## config.mk

```make
export PLATFORM = sky130hd
export DESIGN_NAME = rominit_xfer
export DESIGN_NICKNAME = d
export VERILOG_FILES = /design/src/rtl/rominit_pkg.sv /design/src/rtl/rominit_xfer_fifo.sv /design/src/rtl/rominit_xfer.sv
export SDC_FILE = /design/constraint.sdc
export NUM_CORES = 1
export LEC_CHECK = 0
export ABC_AREA = 1
export CAP_MARGIN = 20
export CORE_MARGIN = 5
export CORE_UTILIZATION = 45
export CTS_CLUSTER_SIZE = 12
export DETAILED_ROUTE_END_ITERATION = 6
export PLACE_DENSITY = 0.76
export SYNTH_ARGS = -nofsm -noshare
export SYNTH_HDL_FRONTEND = slang
export SYNTH_SLANG_ARGS = --single-unit
export TNS_END_PERCENT = 20
```

## constraint.sdc

```tcl
create_clock -name i_clk_sys -period 8.15 [get_ports i_clk_sys]
set_clock_uncertainty 0.2 [all_clocks]
set_input_delay 1.63 -clock i_clk_sys [delete_from_list [all_inputs] [get_ports i_clk_sys]]
set_output_delay 1.63 -clock i_clk_sys [all_outputs]
set_load 0.05 [all_outputs]
```

## src/rtl/rominit_pkg.sv

```systemverilog
// rominit_pkg: shared types and default region table for the ROM download manager
package rominit_pkg;

    typedef enum logic [1:0] {
        ST_IDLE,
        ST_LOAD,
        ST_DRAIN,
        ST_DONE
    } state_t;

    // Sized for the widest legal configuration; unused upper bits are dropped at the outputs
    typedef struct packed {
        logic [7:0]  idx;
        logic [26:0] addr;
        logic [7:0]  data;
    } entry_t;

    localparam int DEF_NUM_REGIONS = 4;
    localparam int DEF_ADDR_W      = 17;
    localparam int DEF_FIFO_DEPTH  = 4;

    localparam logic [23:0]  DEF_REGION_MENU = {6'd1, 6'd0, 6'd0, 6'd0};
    localparam logic [107:0] DEF_REGION_BASE = {27'h0, 27'h1400, 27'h1000, 27'h0};
    localparam logic [19:0]  DEF_REGION_LOG2 = {5'd17, 5'd10, 5'd10, 5'd12};

endpackage

```

## src/rtl/rominit_xfer_fifo.sv

```systemverilog
// rominit_fifo: small power-of-two FIFO with wrapping pointers and occupancy count
module rominit_fifo #(
    parameter int WIDTH = 8,
    parameter int DEPTH = 4
) (
    input  logic                     i_clk,
    input  logic                     i_rst_n,
    input  logic                     i_push,
    input  logic                     i_pop,
    input  logic [WIDTH-1:0]         i_din,
    output logic [WIDTH-1:0]         o_dout,
    output logic                     o_full,
    output logic                     o_empty,
    output logic [$clog2(DEPTH):0]   o_count
);

    localparam int PTR_W = $clog2(DEPTH);
    localparam int CNT_W = PTR_W + 1;

    logic [WIDTH-1:0] r_mem [DEPTH];
    logic [PTR_W-1:0] r_wr;
    logic [PTR_W-1:0] r_rd;
    logic [CNT_W-1:0] r_count;
    logic             w_push;
    logic             w_pop;

    assign w_pop   = i_pop && !o_empty;
    assign w_push  = i_push && (!o_full || w_pop);
    assign o_full  = r_count == CNT_W'(DEPTH);
    assign o_empty = r_count == '0;
    assign o_count = r_count;
    assign o_dout  = r_mem[r_rd];

    // Storage; a push into a full FIFO overwrites only the slot being popped this cycle
    always_ff @(posedge i_clk) begin
        if (w_push) r_mem[r_wr] <= i_din;
    end

    // Pointers wrap naturally at the power-of-two depth
    always_ff @(posedge i_clk or negedge i_rst_n) begin
        if (!i_rst_n) begin
            r_wr    <= '0;
            r_rd    <= '0;
            r_count <= '0;
        end else begin
            r_wr    <= r_wr + PTR_W'(w_push);
            r_rd    <= r_rd + PTR_W'(w_pop);
            r_count <= r_count + CNT_W'(w_push) - CNT_W'(w_pop);
        end
    end

endmodule

```

## src/rtl/rominit_xfer.sv

```systemverilog
// rominit_xfer: routes ioctl download bytes into ROM regions through a handshake FIFO
module rominit_xfer
    import rominit_pkg::*;
#(
    parameter int                          NUM_REGIONS = DEF_NUM_REGIONS,
    parameter int                          ADDR_W      = DEF_ADDR_W,
    parameter int                          FIFO_DEPTH  = DEF_FIFO_DEPTH,
    parameter logic [6*NUM_REGIONS-1:0]    REGION_MENU = DEF_REGION_MENU,
    parameter logic [27*NUM_REGIONS-1:0]   REGION_BASE = DEF_REGION_BASE,
    parameter logic [5*NUM_REGIONS-1:0]    REGION_LOG2 = DEF_REGION_LOG2
) (
    input  logic                   i_clk_sys,
    input  logic                   i_reset_n,
    input  logic                   i_ioctl_download,
    input  logic [15:0]            i_ioctl_index,
    input  logic                   i_ioctl_wr,
    input  logic [26:0]            i_ioctl_addr,
    input  logic [7:0]             i_ioctl_dout,
    output logic                   o_ioctl_wait,
    output logic                   o_rominit_active,
    output logic [NUM_REGIONS-1:0] o_rominit_sel,
    output logic [ADDR_W-1:0]      o_rominit_addr,
    output logic [7:0]             o_rominit_data,
    output logic                   o_rominit_valid,
    input  logic                   i_rominit_ready,
    output logic                   o_rominit_done,
    output logic                   o_rominit_err
);

    localparam int CNT_W = $clog2(FIFO_DEPTH) + 1;

    state_t           r_state;
    logic [5:0]       r_menu;
    logic             r_err;
    logic             r_wait;
    logic             r_done;
    logic             r_active;

    logic             w_hit;
    logic [7:0]       w_idx;
    logic [26:0]      w_local;
    logic [27:0]      w_diff;
    logic             w_wr_load;
    logic             w_push;
    logic             w_pop;
    logic             w_drop;
    logic             w_full;
    logic             w_empty;
    logic [CNT_W-1:0] w_count;
    logic [CNT_W-1:0] w_occ_next;
    entry_t           w_din;
    entry_t           w_head;
    logic             w_unused;

    // Region decode: scan high to low so the lowest matching region wins
    always_comb begin
        w_hit   = 1'b0;
        w_idx   = '0;
        w_local = '0;
        w_diff  = '0;
        for (int r = NUM_REGIONS - 1; r >= 0; r--) begin
            w_diff = {1'b0, i_ioctl_addr} - {1'b0, REGION_BASE[27*r +: 27]};
            if (r_menu == REGION_MENU[6*r +: 6] && !w_diff[27] &&
                (w_diff >> REGION_LOG2[5*r +: 5]) == 28'd0) begin
                w_hit   = 1'b1;
                w_idx   = 8'(r);
                w_local = w_diff[26:0];
            end
        end
    end

    assign w_wr_load  = (r_state == ST_LOAD) && i_ioctl_wr;
    assign w_pop      = !w_empty && i_rominit_ready;
    assign w_push     = w_wr_load && w_hit && (!w_full || w_pop);
    assign w_drop     = w_wr_load && !w_push;
    assign w_occ_next = w_count + CNT_W'(w_push) - CNT_W'(w_pop);
    assign w_din      = '{idx: w_idx, addr: w_local, data: i_ioctl_dout};

    rominit_fifo #(
        .WIDTH ($bits(entry_t)),
        .DEPTH (FIFO_DEPTH)
    ) u_fifo (
        .i_clk   (i_clk_sys),
        .i_rst_n (i_reset_n),
        .i_push  (w_push),
        .i_pop   (w_pop),
        .i_din   (w_din),
        .o_dout  (w_head),
        .o_full  (w_full),
        .o_empty (w_empty),
        .o_count (w_count)
    );

    // Load sequencer: latch the menu on entry, hold ERR sticky until the next load
    always_ff @(posedge i_clk_sys or negedge i_reset_n) begin
        if (!i_reset_n) begin
            r_state  <= ST_IDLE;
            r_menu   <= '0;
            r_err    <= 1'b0;
            r_done   <= 1'b0;
            r_active <= 1'b0;
        end else begin
            r_done <= 1'b0;
            case (r_state)
                ST_IDLE: if (i_ioctl_download) begin
                    r_state  <= ST_LOAD;
                    r_menu   <= i_ioctl_index[5:0];
                    r_err    <= 1'b0;
                    r_active <= 1'b1;
                end
                ST_LOAD: begin
                    if (w_drop) r_err <= 1'b1;
                    if (!i_ioctl_download) r_state <= ST_DRAIN;
                end
                ST_DRAIN: if (w_empty) begin
                    r_state  <= ST_DONE;
                    r_active <= 1'b0;
                    r_done   <= 1'b1;
                end
                default: r_state <= ST_IDLE;
            endcase
        end
    end

    // WAIT anticipates occupancy so one spare slot absorbs the write in flight when it rises
    always_ff @(posedge i_clk_sys or negedge i_reset_n) begin
        if (!i_reset_n) r_wait <= 1'b0;
        else            r_wait <= w_occ_next >= CNT_W'(FIFO_DEPTH - 1);
    end

    assign o_ioctl_wait     = r_wait;
    assign o_rominit_active = r_active;
    assign o_rominit_done   = r_done;
    assign o_rominit_err    = r_err;
    assign o_rominit_valid  = !w_empty;
    assign o_rominit_sel    = w_empty ? '0 : NUM_REGIONS'(1) << w_head.idx;
    assign o_rominit_addr   = w_empty ? '0 : w_head.addr[ADDR_W-1:0];
    assign o_rominit_data   = w_empty ? '0 : w_head.data;
    assign w_unused         = &{1'b0, i_ioctl_index, w_head};

endmodule

```

==> results.tsv, run 1 <==
stage	metric	value	unit
global_routing	grt-ovfl-total	0	
global_routing	grt_pass1_vias	4822	
layout	finalNetCount	822	
clock_network	clock-root-buffer	clkbuf_16	
pwr	leakage	0.003135	uW
routing	drc	0	
routing	first_pass_iters	6	
critical_path	cp.required	6.32	ns
sta	timing.setup.tns	0	ns
routing	viasPerCell	5.100	
yosys	yosys.area.top_type_share	50.97	%
placed_design	placed_cells	910	
critical_path	reg2reg_slack	5.18	ns
worst_hold_path	worstHoldPathCells	2	
clock_network	clk_latency	0.41	ns
sta	post-route-min-period	4.801	ns
clock_network	cts_buffer_depth	2	
yosys	synth_nets	734	
yosys	synth.top_cells.by_count	nor2_1 (152), edfxtp_1 (108), nand2_1 (94)	
clock_network	cts_made_buffers	17	
yosys	syn_area_per_cell	9.625	sq um
sta	tightest_slew	0.9225	ns
worst_hold_path	min_to	o_rominit_err$_DFFE_PN0P_	
sta	rsz0062_at_grt	no	
critical_path	worst_r2r_endpoint	o_ioctl_wait$_DFF_PN0_	
floorplanning	dieArea	16620	sq um
yosys	synthesis.area	6362	sq um
floorplanning	die_w	128.9	um
sta	setup_ws	3.349	ns
worst_hold_path	hold_start	o_rominit_err$_DFFE_PN0P_	
critical_path	r2r-start	r_menu[5]$_DFFE_PN0P_	
layout	synthToLayoutAreaGrowth	25.86	%
layout	fill_cells	1135	
floorplanning	start_util	45.84	%
layout	multi_input_area	2327	sq um
placed_design	dpl_cell_area	7388	sq um
sta	slew_violations	0	
layout	num_antenna_cells	0	
routing	drt-initial-drc-count	416	
clock_network	cts_hold_buffers	0	
critical_path	cp-end-kind	output port	
layout	seq_area	3720	sq um
clock_network	cts.sinks	127	
clock_network	post_cts_resize_count	0	
clock_network	cts.clk_slew.worst_paths	0.05	ns
yosys	synth_ff_type	edfxtp_1	
flow_run	maxCapViolCount	0	
routing	drtAntennaViolNets	0	
sta	layout_worst_path_cycle_share	58.91	%
clock_network	postCtsSetupRepairBufs	0	
floorplanning	ioPinCount	90	
pwr	ir_drop	0.1511	mV
yosys	yosysTopAreaCell	edfxtp_1	
placed_design	port_buffers	79	
yosys	syn_inst	661	
placed_design	dp_slack	2.960	ns
global_routing	grt_usage	18.40	%
layout	utilization	57.69	%
placed_design	dp_hpwl	9.622	mm
sta	hold_violations	0	
yosys	yosys_warnings	0	
sta	clock.fmax	208.3	MHz
routing	vias	4804	
global_routing	grt_max_degree	56	
sta	slew_headroom	38.31	%
placed_design	gp_congestion	0.8897	
yosys	ys_seq_area_share	58.45	%
critical_path	cp-start-kind	flop	
global_routing	antenna_found_initial	0	
critical_path	worstSetupPathType	flop to output port	
critical_path	arrival	2.97	ns
yosys	synth_edf_count	108	
sta	setup_viol	0	
yosys	ys_types	35	
routing	avgRoutedWirePerCell	15.54	um
status	outcome	finished, final reports clean	
layout	fin_area	8008	sq um
clock_network	cts_tree	done	
layout	drive_gt1_share	12.34	%
critical_path	reg2reg_depth	12	
routing	detail_route.wirelength	14.64	mm
critical_path	critPathMaxFanout	42	
pwr	power_density	363.0	nW/um^2
global_routing	grt_pass1_wl	23.61	mm
yosys	yosysMostFrequentCell	nor2_1	
worst_hold_path	hold_path.class	flop to flop	
yosys	postSynth.asyncResetShare	14.96	%
layout	final_cell_count_no_fill	942	
yosys	synth_area_leaders	edfxtp_1 (51%), nor2_1 (9.0%), dfrtp_1 (7.5%)	
floorplanning	core_area	13880	sq um
yosys	ys_ff_latch	127	
clock_network	htreeDepth	4	
floorplanning	die_h	128.9	um
floorplanning	std_cell_rows	43	
-- per-layer routing --
metal  up-vias  wire (um)  global-route usage [%]
met3        13        793                   4.774
met5         -          0                       0
met4         0        168                   4.818
met1      2277       6021                   21.98
li1       2377          -                       -
met2       137       7657                   32.96
-- per-stage QoR --
stage	power (uW)	hold WS (ns)
after floorplan	1717	0.2766
after global placement	2119	0.2732
after detailed placement	2152	0.2759
after CTS	2936	0.2902
after global routing	3075	0.3366
final	2907	0.2810
-- where the power goes --
part	internal [uW]	switching (uW)	leakage [uW]	total [uW]
combinational	433	924	0.00162	1360
sequential	743	33.4	0.00122	776
clock	510	264	0.000300	773
total	1690	1220	0.00313	2910
-- flip-flops by register name (all words and copies together), names as in the netlist --
signal and flops:
o_rominit_active 1, u_fifo.o_count 3, u_fifo.r_rd 2, u_fifo.r_wr 2
r_menu 6, o_rominit_err 1, o_rominit_done 1, o_ioctl_wait 1
r_state 2, u_fifo.r_mem 108
-- cell type report --
| type | instances | area share, % |
|---|---|---|
| Clock buffer | 17 | 5.313 |
| Multi-Input combinational cell | 449 | 29.06 |
| Timing Repair Buffer | 87 | 10.63 |
| Inverter | 67 | 3.312 |
| Tap cell | 180 | 2.813 |
| Sequential cell | 127 | 46.45 |
| Clock inverter | 15 | 2.422 |
-- cell families (layout without fill, tap and decap cells) --
group / count (synthesis) / after routing / share of synthesized area (%)
and+or+nand+nor: 318 / 318 / 22.44
DFF: 127 / 127 / 58.45
AOI/OAI and AO/OA: 101 / 101 / 8.319
buffers and inverters: 85 / 186 / 5.231
adders and majority gates: 17 / 17 / 3.579
xor gates and xnor gates: 8 / 8 / 1.101
muxes: 5 / 5 / 0.8849
-- placed cells by master, fill, tap and decap left out, types with 2 or more instances in the layout --
cell             instances
nand4_1                  5
nand2_4                  2
ha_1                    15
fa_1                     2
a21oi_1                 33
nor4_1                   2
bufinv_16                4
nor2_1                 148
nor2_4                   9
buf_4                    8
clkdlybuf4s50_1         79
dfrtp_1                 18
nand2_1                 94
nand3_1                 27
nand2_2                  9
clkinv_4                 3
edfxtp_1               108
o21ai_0                 60
clkinv_2                 4
clkbuf_16               17
nor3_4                   2
nand3_2                  2
o21ai_1                  4
mux2_2                   5
nor2_2                  15
inv_2                    6
xor2_1                   7
inv_1                   58
clkinv_1                 3
clkinvlp_4               2
-- worst max-delay path: stages (launching register included) --
cell and delay [ns]:
dfrtp_2 0.42, clkinv_1 0.20, buf_4 0.42, nand2_1 0.09, a32oi_1 0.39, inv_1 0.10, nor2_1 0.10, clkdlybuf4s50_1 0.82
-- worst max path at each step --
| stage | startpoint | to | slack, ns | depth (start not counted) |
|---|---|---|---|---|
| 5_1_grt | u_fifo.r_rd[0]$_DFF_PN0_ | o_rominit_sel[3] | 3.15 | 7 |
| 6_report | u_fifo.r_rd[0]$_DFF_PN0_ | o_rominit_sel[3] | 3.35 | 7 |
| 3_3_place_gp | i_ioctl_addr[13] | o_ioctl_wait$_DFF_PN0_ | 3.01 | 19 |
| 2_1_floorplan | i_ioctl_addr[11] | u_fifo.r_mem[0][0]$_DFFE_PP_ | 3.34 | 15 |
| 3_5_place_dp | i_ioctl_addr[10] | o_ioctl_wait$_DFF_PN0_ | 2.96 | 21 |
| 4_1_cts | u_fifo.r_rd[0]$_DFF_PN0_ | o_rominit_sel[3] | 3.31 | 7 |
Note: power is estimated with default switching activity, not from simulation.
==> run 2: changes to the inputs <==
--- a/config.mk
+++ b/config.mk
@@ -11,7 +11,7 @@
 export CORE_UTILIZATION = 45
 export CTS_CLUSTER_SIZE = 12
 export DETAILED_ROUTE_END_ITERATION = 6
-export PLACE_DENSITY = 0.76
+export PLACE_DENSITY = 0.78
 export SYNTH_ARGS = -nofsm -noshare
 export SYNTH_HDL_FRONTEND = slang
 export SYNTH_SLANG_ARGS = --single-unit
==> constraint.sdc (replaced) <==
create_clock -name i_clk_sys -period 4 [get_ports i_clk_sys]
set_clock_uncertainty 0.2 [all_clocks]
set_input_delay 0.8 -clock i_clk_sys [delete_from_list [all_inputs] [get_ports i_clk_sys]]
set_output_delay 0.8 -clock i_clk_sys [all_outputs]
set_load 0.05 [all_outputs]
==> run 2 against run 1 <==
Compared with the run above:
- the flow now finishes with violations (DRC)
- power rose by 100%
- die area did not move
- sequential cell count did not move
- global-route usage fell by 0.59 points
- hold slack got worse by 0.017 ns
- sequential power rose by 100%
- core utilization rose by 1.5 points
- first-iteration DRC count fell by 22%
- wire length fell by 4.4%
- critical path type is now primary input to flop
- largest power group unchanged
==> results.tsv, run 2 (same netlist as run 1, synthesis figures left out) <==
stage	metric	value	unit	change
status	violations	DRC		
global_routing	grt_max_degree	56		unchanged
layout	final_cell_count_no_fill	965		was 942
floorplanning	start_util	45.84	%	unchanged
placed_design	port_buffers	79		unchanged
layout	synthToLayoutAreaGrowth	29.07	%	was 25.86%
routing	drtAntennaViolNets	0		unchanged
sta	slew_headroom	40.89	%	was 38.31%
layout	largest_register	u_fifo.r_mem		unchanged
floorplanning	ioPinCount	90		unchanged
global_routing	grt_pass1_vias	4805		was 4822
layout	final_common_cell	nor2_1		unchanged
floorplanning	die_h	128.9	um	unchanged
sta	tightest_slew	0.8839	ns	was 0.9225 ns
layout	num_antenna_cells	0		unchanged
placed_design	dpl_cell_area	7576	sq um	was 7388 sq um
sta	hold_ws	0.2644	ns	was 0.2810 ns
clock_network	cts_made_buffers	17		unchanged
routing	drc	2		was 0
sta	post-route-min-period	3.668	ns	
clock_network	cts_tree	done		unchanged
layout	fin_area	8212	sq um	was 8008 sq um
clock_network	htreeDepth	4		unchanged
global_routing	grt_usage	17.80	%	was 18.40%
clock_network	clk_latency	0.40	ns	was 0.41 ns
sta	setup_viol	0		unchanged
pwr	power_density	725.5	nW/um^2	was 363.0 nW/um^2
critical_path	cp.required	4.09	ns	was 6.32 ns
routing	drt-initial-drc-count	323		was 416
routing	vias	4878		was 4804
clock_network	cts.sinks	127		unchanged
layout	largest_reg_flops	108		unchanged
pwr	ir_drop	0.3252	mV	was 0.1511 mV
clock_network	clock-root-buffer	clkbuf_16		unchanged
clock_network	cts_buffer_depth	2		unchanged
layout	drive_gt1_share	18.60	%	was 12.34%
critical_path	cp-end-kind	flop		was output port
layout	utilization	59.16	%	was 57.69%
floorplanning	die_w	128.9	um	unchanged
pwr	leakage	0.003313	uW	was 0.003135 uW
critical_path	critPathMaxFanout	5		was 42
sta	hold_violations	0		unchanged
floorplanning	std_cell_rows	43		unchanged
floorplanning	dieArea	16620	sq um	unchanged
global_routing	antenna_found_initial	0		unchanged
status	outcome	complete, but fails checks		was finished, final reports clean
layout	finalNetCount	845		was 822
sta	clock.fmax	272.6	MHz	
global_routing	grt-ovfl-total	0		unchanged
floorplanning	core_area	13880	sq um	unchanged
routing	viasPerCell	5.055		was 5.100
clock_network	post_cts_resize_count	0		unchanged
clock_network	cts_hold_buffers	0		unchanged
sta	layout_worst_path_cycle_share	91.71	%	
sta	rsz0062_at_grt	no		unchanged
sta	timing.setup.tns	0	ns	unchanged
routing	avgRoutedWirePerCell	14.50	um	was 15.54 um
placed_design	dp_hpwl	9.145	mm	was 9.622 mm
placed_design	placed_cells	933		was 910
critical_path	worstSetupPathType	primary input to flop		was flop to output port
flow_run	maxCapViolCount	0		unchanged
critical_path	cp-start-kind	primary input		was flop
clock_network	cts.clk_slew.worst_paths	0.06	ns	was 0.05 ns
sta	slew_violations	0		unchanged
critical_path	arrival	3.76	ns	was 2.97 ns
placed_design	gp_congestion	0.9320		was 0.8897
global_routing	grt_pass1_wl	22.83	mm	was 23.61 mm
layout	final_cell_mix	nor2_1 (148), edfxtp_1 (108), nand2_1 (94)		unchanged
clock_network	postCtsSetupRepairBufs	0		unchanged
routing	first_pass_iters	7		was 6
routing	detail_route.wirelength	13.99	mm	was 14.64 mm
worst_hold_path	hold_path.class	flop to flop		unchanged
[run 2: cell types whose count changed in the layout (fill, tap and decap cells not counted), sizes merged]
cell / change
clkinv: -2
inv: +3
clkinvlp: -2
clkdlybuf4s50: -29
buf: +52
clkbuf: +1
[run 2: final timing paths]
check,from,to,slack [ns],depth (start not counted)
setup / recovery,i_ioctl_addr[12],o_ioctl_wait$_DFF_PN0_,0.33,18
hold / removal,o_rominit_err$_DFFE_PN0P_,o_rominit_err$_DFFE_PN0P_,0.26,2
setup reg to reg,r_menu[3]$_DFFE_PN0P_,o_ioctl_wait$_DFF_PN0_,1.09,13
hold reg to reg,o_rominit_err$_DFFE_PN0P_,o_rominit_err$_DFFE_PN0P_,0.26,2
max in group asynchronous,i_reset_n,u_fifo.r_rd[0]$_DFF_PN0_,2.31,1
min in group asynchronous,i_reset_n,u_fifo.r_rd[1]$_DFF_PN0_,0.70,1
[run 2: metal layers]
layer,vias up,global-route usage (%),wire length (um)
li1,2428,-,-
met5,-,0,0
met1,2276,21.48,5722
met2,158,31.83,7246
met4,0,5.127,176
met3,16,4.110,848
[run 2: through the flow]
step	power, uW	setup WS [ns]
after floorplan	3498	0.01634
final	5958	0.3317
after CTS	6003	0.3520
after detailed placement	4358	-0.08797
after global routing	6307	0.08031
after global placement	4318	-0.04008
[run 2: worst max-delay path, stage by stage]
cell             delay [ns]
clkdlybuf4s50_1        0.55
inv_2                  0.16
ha_1                   0.20
nand2_2                0.12
nor2_2                 0.15
nand3_1                0.09
nand2_1                0.06
nand3_1                0.11
nor2_4                 0.15
nand3_4                0.12
nand2_4                0.09
o21bai_4               0.07
ha_1                   0.27
inv_1                  0.04
ha_1                   0.18
fa_1                   0.37
xor2_1                 0.16
nand2_1                0.06
[run 2: cell type report]
| cell class | count | area, sq um |
|---|---|---|
| repair buffers | 110 | 1039 |
| inverters | 67 | 265.3 |
| flip-flops and latches | 127 | 3720 |
| multi-input cells | 449 | 2327 |
| well taps | 180 | 225.2 |
| clock inverters | 14 | 206.4 |
| fillers | 1135 | 5669 |
| clock buffers | 18 | 429.2 |
[run 2: report_power, final]
part | internal, uW | total, uW | switching (uW)
logic | 857 | 2750 | 1890
registers | 1510 | 1580 | 63.7
clock network | 1060 | 1630 | 577
==> run 3: changes to the inputs <==
--- a/config.mk
+++ b/config.mk
@@ -11,7 +11,7 @@
 export CORE_UTILIZATION = 45
 export CTS_CLUSTER_SIZE = 12
 export DETAILED_ROUTE_END_ITERATION = 6
-export PLACE_DENSITY = 0.78
+export PLACE_DENSITY = 0.76
 export SYNTH_ARGS = -nofsm -noshare
 export SYNTH_HDL_FRONTEND = slang
 export SYNTH_SLANG_ARGS = --single-unit
==> constraint.sdc (replaced) <==
create_clock -name i_clk_sys -period 3.9 [get_ports i_clk_sys]
set_clock_uncertainty 0.2 [all_clocks]
set_input_delay 0.78 -clock i_clk_sys [delete_from_list [all_inputs] [get_ports i_clk_sys]]
set_output_delay 0.78 -clock i_clk_sys [all_outputs]
set_load 0.05 [all_outputs]
==> run 3 against run 2 <==
Compared with the run above:
- the flow now finishes without violations
- power increased by 3.3%
- global-route usage grew 1.0 points
- cell area increased by 1.1%
- setup slack got worse by 0.10 ns
- wire length increased by 8.2%
- combinational power grew 4%
- register-to-register slack lost 0.13 ns
- critical endpoint unchanged
- largest power group unchanged
==> results.tsv, run 3 (same netlist as run 1, synthesis figures left out) <==
stage	metric	value	unit	change
sta	slew_headroom	40.20	%	was 40.89%
placed_design	gp_congestion	0.8509		was 0.9320
clock_network	clk_latency	0.41	ns	was 0.40 ns
clock_network	cts_made_buffers	17		unchanged
layout	largest_reg_flops	108		unchanged
layout	drive_gt1_share	19.57	%	was 18.60%
routing	drc	0		was 2
clock_network	htreeDepth	4		unchanged
critical_path	cp-start-kind	primary input		unchanged
global_routing	grt_usage	18.83	%	was 17.80%
sta	clock.fmax	272.5	MHz	
pwr	power_switching	2573	uW	was 2531 uW
pwr	switching_share	41.83	%	was 42.49%
placed_design	dp_slack	-0.1840	ns	was -0.08797 ns
routing	vias	5005		was 4878
clock_network	cts.clk_slew.worst_paths	0.05	ns	was 0.06 ns
pwr	power_density	740.8	nW/um^2	was 725.5 nW/um^2
global_routing	grt-ovfl-total	0		unchanged
critical_path	cp-end-kind	flop		unchanged
routing	drtAntennaViolNets	0		unchanged
clock_network	cts_hold_buffers	0		unchanged
critical_path	cp.required	3.99	ns	was 4.09 ns
global_routing	grt_pass1_wl	24.38	mm	was 22.83 mm
routing	drt-initial-drc-count	271		was 323
clock_network	clock-root-buffer	clkbuf_16		unchanged
routing	viasPerCell	5.123		was 5.055
layout	finalNetCount	859		was 845
critical_path	startpoint	i_ioctl_addr[10]		was i_ioctl_addr[12]
critical_path	worstSetupPathType	primary input to flop		unchanged
routing	first_pass_iters	5		was 7
sta	hold_violations	0		unchanged
clock_network	cts_tree	done		unchanged
critical_path	critPathMaxFanout	5		unchanged
floorplanning	std_cell_rows	43		unchanged
floorplanning	core_area	13880	sq um	unchanged
layout	final_common_cell	nor2_1		unchanged
floorplanning	dieArea	16620	sq um	unchanged
floorplanning	ioPinCount	90		unchanged
layout	synthToLayoutAreaGrowth	30.52	%	was 29.07%
layout	final_cell_mix	nor2_1 (148), edfxtp_1 (108), nand2_1 (94)		unchanged
global_routing	grt_pass1_vias	5087		was 4805
placed_design	dp_hpwl	10.33	mm	was 9.145 mm
layout	num_antenna_cells	0		unchanged
sta	tightest_slew	0.8942	ns	was 0.8839 ns
critical_path	arrival	3.76	ns	about the same
flow_run	maxCapViolCount	0		unchanged
clock_network	post_cts_resize_count	0		unchanged
pwr	combPwrFrac	46.5	%	was 46.1%
sta	timing.setup.tns	0	ns	unchanged
sta	layout_worst_path_cycle_share	94.09	%	
status	outcome	finished, final reports clean		was complete, but fails checks
floorplanning	die_h	128.9	um	unchanged
floorplanning	start_util	45.84	%	unchanged
floorplanning	die_w	128.9	um	unchanged
sta	rsz0062_at_grt	no		unchanged
sta	post-route-min-period	3.669	ns	
pwr	p_int	3579	uW	was 3426 uW
sta	setup_viol	0		unchanged
global_routing	antenna_found_initial	0		unchanged
critical_path	r2r-start	r_menu[5]$_DFFE_PN0P_		was r_menu[3]$_DFFE_PN0P_
clock_network	cts.sinks	127		unchanged
worst_hold_path	hold_path.class	flop to flop		unchanged
routing	avgRoutedWirePerCell	15.49	um	was 14.50 um
layout	fill_cells	1139		was 1135
worst_hold_path	hold_start	o_rominit_err$_DFFE_PN0P_		unchanged
clock_network	postCtsSetupRepairBufs	0		unchanged
pwr	ir_drop	0.4251	mV	was 0.3252 mV
global_routing	grt_max_degree	56		unchanged
pwr	leakage	0.003365	uW	was 0.003313 uW
pwr	pwr-share-seq	26.4	%	was 26.5%
placed_design	port_buffers	79		unchanged
sta	slew_violations	0		unchanged
routing	detail_route.wirelength	15.14	mm	was 13.99 mm
layout	largest_register	u_fifo.r_mem		unchanged
pwr	clock_power_share	27.1	%	was 27.4%
sta	setup_ws	0.2305	ns	was 0.3317 ns
clock_network	cts_buffer_depth	2		unchanged
[run 3: changes by cell type in the layout (fill, tap and decap cells not counted)]
cell,change
inv_6,-2
bufinv_16,+1
buf_4,+14
clkinv_1,+1
clkinv_4,-5
clkbuf_1,+1
inv_8,-1
clkinvlp_4,+3
[run 3: final timing paths]
check	endpoint	slack, ns	depth (start not counted)
hold reg to reg	o_rominit_err$_DFFE_PN0P_	0.29	2
setup reg to reg	o_ioctl_wait$_DFF_PN0_	0.96	13
max in group asynchronous	u_fifo.r_rd[0]$_DFF_PN0_	2.22	1
setup / recovery	o_ioctl_wait$_DFF_PN0_	0.23	21
hold / removal	o_rominit_err$_DFFE_PN0P_	0.29	2
min in group asynchronous	u_fifo.r_rd[1]$_DFF_PN0_	0.68	1
[run 3: power groups by stage]
stage                     Clock, uW  Sequential [uW]  Combinational [uW]
after floorplan                   0             1680                1910
after global placement            0             1640                2800
after detailed placement          0             1650                2870
after CTS                      1690             1620                2890
after global routing           1750             1630                3080
final                          1670             1620                2860
[run 3: layer usage]
layer,up-vias,track usage [%],part of all wire [%]
li1,2452,-,-
met1,2378,21.93,41
met2,151,33.99,52
met3,24,4.732,5.6
met4,0,5.930,1.6
met5,-,0,0
[run 3: critical path, stage by stage]
cell,delay [ns]
clkdlybuf4s50_1,0.52
inv_1,0.06
ha_1,0.22
inv_1,0.11
nand2_1,0.08
nand2_2,0.13
nor2_1,0.10
nand2_1,0.06
nand2_1,0.06
inv_1,0.06
nand3_1,0.08
nor2_2,0.13
nand3_2,0.10
nand2_2,0.10
o21bai_4,0.06
ha_1,0.28
inv_1,0.04
ha_1,0.18
fa_1,0.37
xor2_1,0.15
nand2_1,0.07
[run 3: stage by stage]
| stage | instances | instance area [sq um] | util, % | hold WS (ns) | power [uW] |
|---|---|---|---|---|---|
| after floorplan | 661 | 6362 | - | 0.2766 | 3588 |
| after global placement | 947 | 7681 | 55.34 | 0.2763 | 4441 |
| after detailed placement | 947 | 7681 | 55.34 | 0.2809 | 4520 |
| after CTS | 977 | 8304 | 59.83 | 0.2940 | 6200 |
| after global routing | 977 | 8304 | 59.83 | 0.3283 | 6466 |
| final | 977 | 8304 | 59.83 | 0.2856 | 6152 |
[run 3: layout make-up]
| class | count | area (sq um) | area share, % |
|---|---|---|---|
| timing repair buffer | 124 | 1144 | 13.77 |
| tap | 180 | 225.2 | 2.712 |
| sequential | 127 | 3720 | 44.79 |
| multi-input combinational | 449 | 2327 | 28.02 |
| inverter | 67 | 265.3 | 3.194 |
| clock inverter | 11 | 190.2 | 2.290 |
| clock buffer | 19 | 432.9 | 5.213 |
